`config.mk`:
```
export PLATFORM = sky130hd
export DESIGN_NAME = shiftreg_sipo_rx
export DESIGN_NICKNAME = d
export VERILOG_FILES = /design/src/rtl/shiftreg_sipo_rx_pkg.sv /design/src/rtl/shiftreg_sipo_rx_counter.sv /design/src/rtl/shiftreg_sipo_rx.sv
export SDC_FILE = /design/constraint.sdc
export NUM_CORES = 1
export LEC_CHECK = 0
export ABC_AREA = 1
export CORE_AREA = 2 2 39 41
export CTS_BUF_LIST = sky130_fd_sc_hd__clkbuf_4 sky130_fd_sc_hd__clkbuf_8
export DETAILED_ROUTE_END_ITERATION = 10
export DIE_AREA = 0 0 41 43
export PLACE_DENSITY = 0.74
export SLEW_MARGIN = 40
export SYNTH_ARGS = -nofsm -noshare
export SYNTH_HDL_FRONTEND = slang
export SYNTH_HIERARCHICAL = 1
export SYNTH_SLANG_ARGS = --single-unit
```
`constraint.sdc`:
```
create_clock -name clk -period 2.2 [get_ports clk]
set_clock_uncertainty 0.05 [all_clocks]
set_input_delay 0.44 -clock clk [delete_from_list [all_inputs] [get_ports clk]]
set_output_delay 0.44 -clock clk [all_outputs]
set_load 0.01 [all_outputs]
```
`src/rtl/shiftreg_sipo_rx_pkg.sv`:
```
// Shared definitions for the serial-in parallel-out receiver.
// FSM encoding, default word size and counter sizing helper.
package shiftreg_sipo_rx_pkg;

  localparam logic [0:0] IDLE  = 1'b0;
  localparam logic [0:0] SHIFT = 1'b1;

  localparam int DEFAULT_WIDTH = 4;
  localparam int CNT_W = $clog2(DEFAULT_WIDTH + 1);

  function automatic int cnt_width(input int w);
    return $clog2(w + 1);
  endfunction

endpackage

```
`src/rtl/shiftreg_sipo_rx_counter.sv`:
```
// Bit counter for one frame.
// tc flags that the next enabled bit is the last.
module rx_bit_counter
  import shiftreg_sipo_rx_pkg::*;
#(
  parameter int WIDTH = DEFAULT_WIDTH,
  parameter int CW    = cnt_width(WIDTH)
) (
  input  logic clk,
  input  logic clear,
  input  logic enable,
  input  logic restart,
  output logic tc
);

  logic [CW-1:0] count;

  assign tc = (count == CW'(WIDTH - 1));

  // restart loads 1; otherwise count while a frame is open, wrap at WIDTH
  always_ff @(posedge clk or posedge clear) begin
    if (clear) begin
      count <= '0;
    end else if (enable) begin
      if (restart)
        count <= CW'(1);
      else if (count != '0)
        count <= tc ? '0 : count + CW'(1);
    end
  end

endmodule

```
`src/rtl/shiftreg_sipo_rx.sv`:
```
// Serial-in parallel-out receiver with valid/ack hold
// and sticky overrun when a finished word has no room.
module shiftreg_sipo_rx
  import shiftreg_sipo_rx_pkg::*;
#(
  parameter int WIDTH     = DEFAULT_WIDTH,
  parameter bit MSB_FIRST = 1'b1
) (
  input  logic             clk,
  input  logic             clear,
  input  logic             enable,
  input  logic             load,
  input  logic             sdata,
  input  logic             ack,
  output logic [WIDTH-1:0] q,
  output logic             valid,
  output logic             overrun,
  output logic             busy
);

  localparam int CW = cnt_width(WIDTH);

  logic [0:0]       state;
  logic [WIDTH-1:0] sr;
  logic [WIDTH-1:0] word;
  logic [WIDTH-1:0] seed;
  logic             tc;
  logic             start;
  logic             done;

  assign start = enable & load;
  assign done  = (state == SHIFT) & enable & ~load & tc;
  assign busy  = (state == SHIFT);

  // Next shift-register value and first-bit seed for the chosen bit order
  always_comb begin
    word = '0;
    seed = '0;
    if (MSB_FIRST) begin
      word = {sr[WIDTH-2:0], sdata};
      seed = {{(WIDTH-1){1'b0}}, sdata};
    end else begin
      word = {sdata, sr[WIDTH-1:1]};
      seed = {sdata, {(WIDTH-1){1'b0}}};
    end
  end

  rx_bit_counter #(
    .WIDTH (WIDTH),
    .CW    (CW)
  ) u_cnt (
    .clk     (clk),
    .clear   (clear),
    .enable  (enable),
    .restart (load),
    .tc      (tc)
  );

  // Frame FSM: load starts or restarts, last bit returns to idle
  always_ff @(posedge clk or posedge clear) begin
    if (clear)
      state <= IDLE;
    else if (start)
      state <= SHIFT;
    else if (done)
      state <= IDLE;
  end

  // Shift register captures each enabled bit inside a frame
  always_ff @(posedge clk or posedge clear) begin
    if (clear)
      sr <= '0;
    else if (start)
      sr <= seed;
    else if (enable && state == SHIFT)
      sr <= word;
  end

  // Output word, valid hold and sticky overrun
  always_ff @(posedge clk or posedge clear) begin
    if (clear) begin
      q       <= '0;
      valid   <= 1'b0;
      overrun <= 1'b0;
    end else if (done) begin
      if (!valid || ack) begin
        q     <= word;
        valid <= 1'b1;
      end else begin
        overrun <= 1'b1;
      end
    end else if (ack && valid) begin
      valid <= 1'b0;
    end
  end

endmodule

```
Yosys cells after proc, flatten, opt, wreduce, memory -nomap -nowiden
Cells that the tools add are included.
- flip-flop bits (word level): 13
- output and inout port bits: 7
- input port bits: 6
- logic and storage cells: 38
- muxes and demuxes: 10
- bitwise operators: 6
- equality and inequality tests: 2
- reductions and logical operators: 13
- add/sub/neg operators: 1
- operators with widths (cell ; count):
    3-bit two-way mux ; 5
    2-bit AND reduction ; 4
    2-bit nonzero test ; 4
    1-bit two-way mux ; 5
    1-bit AND ; 4
    3-bit by 1-bit adder with 3-bit output, second input constant ; 1
    3-bit by 2-bit == test with 1-bit output, second input constant ; 1
    3-bit nonzero test ; 1
    1-bit logical AND ; 2
    2-bit by 1-bit != test with 1-bit output, second input constant ; 1
    1-bit inverter ; 2
    1-bit zero test ; 1
    1-bit logical OR ; 1

Depth between registers and ports, before layout
- word-level depth: 5
- mapped depth: 6
- mapped depth without buffers: 6

By module
The synthesis kept the hierarchy.
- modules (own cells, without submodules) (module ; area each (um^2) ; cells each ; times used ; seq. area each (um^2)):
    shiftreg_sipo_rx ; 422.9 ; 44 ; 1 ; 250.2
    rx_bit_counter ; 200.2 ; 31 ; 1 ; 75.1

Worst setup path before layout
Ideal clock, no wire load.
- path type: register -> register
- start: register u_cnt.count[0]
- end: register q[0]
- required time: 2.033 ns
- arrival: 0.942 ns
- clock period less this slack: 1.109 ns
- stages on the path, launching flop included: 7
- path buffers: 0
- library setup time: 0.117 ns
- path slack: 1.091 ns
- path through: dfrtp_1 ha_1 nand2_1 inv_1 nand3_2 nand2_1 nand2_1
- cells in the longest elaborated chain, start to end: 3
- RTL lines (what ; line ; text):
    start, declared ; shiftreg_sipo_rx_counter.sv:16 ; logic [CW-1:0] count;
    start signal, assigned ; shiftreg_sipo_rx_counter.sv:28 ; count <= tc ? '0 : count + CW'(1);
    3-bit by 2-bit == test with 1-bit output ; shiftreg_sipo_rx_counter.sv:18 ; assign tc = (count == CW'(WIDTH - 1));
    named net tc ; shiftreg_sipo_rx.sv:27 ; logic tc;
    1-bit AND ; shiftreg_sipo_rx.sv:32 ; assign done = (state == SHIFT) & enable & ~load & tc;
    2-bit AND reduction (no source line) ; n/a ;
    end signal, assigned ; shiftreg_sipo_rx.sv:87 ; q <= word;
    end, declared ; shiftreg_sipo_rx.sv:15 ; output logic [WIDTH-1:0] q,
The timed path passes the listed nets, and every way through them passes these cells.
A chain may end at the register's enable or synchronous reset.

Worst setup path in the final report
- start: register state (netlist: busy)
- end: output port busy
- RTL lines (what ; line ; text):
    start, declared ; shiftreg_sipo_rx.sv:23 ; logic [0:0] state;
    start signal, assigned ; shiftreg_sipo_rx.sv:62 ; state <= IDLE;
    start signal, assigned ; shiftreg_sipo_rx.sv:64 ; state <= SHIFT;
    start signal, assigned ; shiftreg_sipo_rx.sv:66 ; state <= IDLE;
    end, declared ; shiftreg_sipo_rx.sv:18 ; output logic busy
No word-level cell between the ends.

==> flow_metrics.tcl <==
set metrics [dict create \
    run_status "completed" \
    antenna_left 0 \
    cts.sinks 13 \
    period_needed_ns 1.69 \
    fmax_mhz 592 \
    root_buffer "clkbuf_4" \
    netlist_area_sq_um 623 \
    grt_start_max_net_pins 11 \
    critPathBufInv 1 \
    remaining_drc_errors 0 \
    cts_resized 0 \
    final_common_cell "nand2_1" \
    finalMaxSlewViolations 0 \
    insertion_delay_ns 0.27 \
    port-buffer-count 12 \
    period_share_pct 76.8 \
    relSlewSlack_pct 73.0 \
    antenna_found_initial 0 \
    hold_path_class "input port to async pin" \
    fillers 125 \
    start_kind "flip-flop" \
    start_util_pct 45.0 \
    overflow 0 \
    rsz0062_at_grt "false" \
    p_leak_nw 0.437 \
    core_sq_mm 0.00138 \
    post_cts_buffers 0 \
    ys_ff_latch 13 \
    ys_types 13 \
    crit_path_max_fanout 3 \
    syn_to_final_growth_pct 27.3 \
    yosys_warnings 6 \
    cp_slowest_cell "clkdlybuf4s50_1" \
    cts_made_buffers 3 \
    ys_seq_area_share_pct 52.2 \
    grt_pass1_vias 508 \
    maxCapViolCount 0 \
    critical_path.top_delay_family "buffers and inverters" \
    multiInputGateArea_sq_um 264 \
    hold_violations 0 \
    cts_tree "yes" \
    antenna_cells 0 \
    die-height_microns 43 \
    seq_area_sq_um 325 \
    power.density_mw_per_mm2 999 \
    cts_buffer_depth 2 \
    viasPerCell 5.16 \
    postLayoutCoreUtil_pct 57.3 \
    hold_buffers 0 \
    vdd_drop_max_v 0.000437 \
    drt-initial-drc-count 19 \
    die-area_sq_mm 0.00176 \
    clk_pin_slew_ns 0.08 \
    wl_per_cell_microns 12.0 \
    hpwlAfterDp_microns 940 \
    rows 14 \
    mostFrequentLayoutCells "nand2_1 (35), dfrtp_1 (13), clkdlybuf4s50_1 (12), inv_1 (9)" \
    tightest_slew_ns 0.405 \
    htreeDepth 1 \
    drive_above_1_share_pct 8.79 \
    grtUsageTotal_pct 19.2 \
    finalNetCount 100 \
    avgSynthCellArea_sq_um 8.31 \
    arrival_ns 1.20 \
    netlist_instances 75 \
    cpPeakStageDelay_ns 0.55 \
    io_pins 13 \
    criticalPathCategory "flip-flop to output port" \
    synthesis.nets 83 \
    drt_wl_total_microns 1290 \
    grt_first_pass_wirelength_microns 2220 \
    first_pass_iters 4 \
    gp_congestion 0.874 \
    worstPathRequired_ns 1.71 \
    fin_setup_tns_ns 0 \
    num_vias 552 \
    worstPathCellList "clkdlybuf4s50_1" \
    end_kind "output port" \
    die_w_microns 41 \
    setup_viol 0 \
]
kinds of logic after synthesis:
| group | after synthesis | share of synthesized area (%) |
|---|---|---|
| compound gates | 2 | 2.01 |
| fa+ha+maj | 2 | 4.02 |
| buf+inv | 9 | 5.42 |
| flops | 13 | 52.2 |
| simple gates | 49 | 36.3 |
registers in the layout, indices dropped and copies added (netlist names):
register,cells
q,4
sr,3
u_cnt/count,3
busy,1
overrun,1
valid,1
path summary, 6_finish.rpt:
check | start | end | slack [ns] | cells after the start
min in group clk | q[3]$_DFFE_PP0P_ | q[3]$_DFFE_PP0P_ | 0.42 | 2
hold reg to reg | q[3]$_DFFE_PP0P_ | q[3]$_DFFE_PP0P_ | 0.42 | 2
setup reg to reg | u_cnt/count[1]$_DFFE_PP0P_ | q[1]$_DFFE_PP0P_ | 0.86 | 6
setup / recovery | busy$_DFFE_PP0P_ | busy | 0.51 | 1
max in group asynchronous | clear | q[2]$_DFFE_PP0P_ | 1.39 | 2
hold / removal | clear | u_cnt/count[2]$_DFFE_PP0P_ | 0.30 | 2
where the power goes:
group | leakage [nW] | switching (mW) | internal [mW]
combinational | 0.251 | 0.153 | 0.137
sequential | 0.168 | 0.0417 | 0.303
clock | 0.0184 | 0.0759 | 0.0825
total | 0.437 | 0.270 | 0.523
cells in the mapped netlist:
cell	instances	area, sq um
a21oi_1	1	5.00
dfrtp_1	13	325
ha_1	2	25.0
inv_1	9	33.8
nand2_1	35	131
nand2_2	2	12.5
nand3_1	3	15.0
nand3_2	1	10.0
nand4_1	4	25.0
nor2_1	2	7.51
nor2_8	1	20.0
nor3_1	1	5.00
o21bai_1	1	7.51
stage by stage:
stage	total power, mW	area [sq um]	std cells	hold slack [ns]	setup slack (ns)
3_5_place_dp	0.638	763	103	0.407	0.461
3_3_place_gp	0.625	763	103	0.405	0.480
4_1_cts	0.803	793	107	0.287	0.493
5_1_grt	0.865	793	107	0.315	0.466
2_1_floorplan	0.506	623	75	0.144	1.09
6_report	0.793	793	107	0.300	0.510
per-layer routing:
layer / global-route usage (%) / vias to the layer above / part of all wire (%)
li1: - / 266 / -
met1: 24.2 / 264 / 43
met2: 28.4 / 20 / 51
met3: 5.24 / 2 / 4.1
met4: 10.7 / 0 / 1.6
met5: 0 / - / 0
cell type report:
cell class | count | share of cell area [%]
multi-input cells | 53 | 33.3
well taps | 16 | 2.52
inverters | 9 | 4.26
flip-flops and latches | 13 | 41.0
clock buffers | 4 | 3.79
repair buffers | 12 | 15.1
Note: power is estimated with default switching activity, not from simulation.
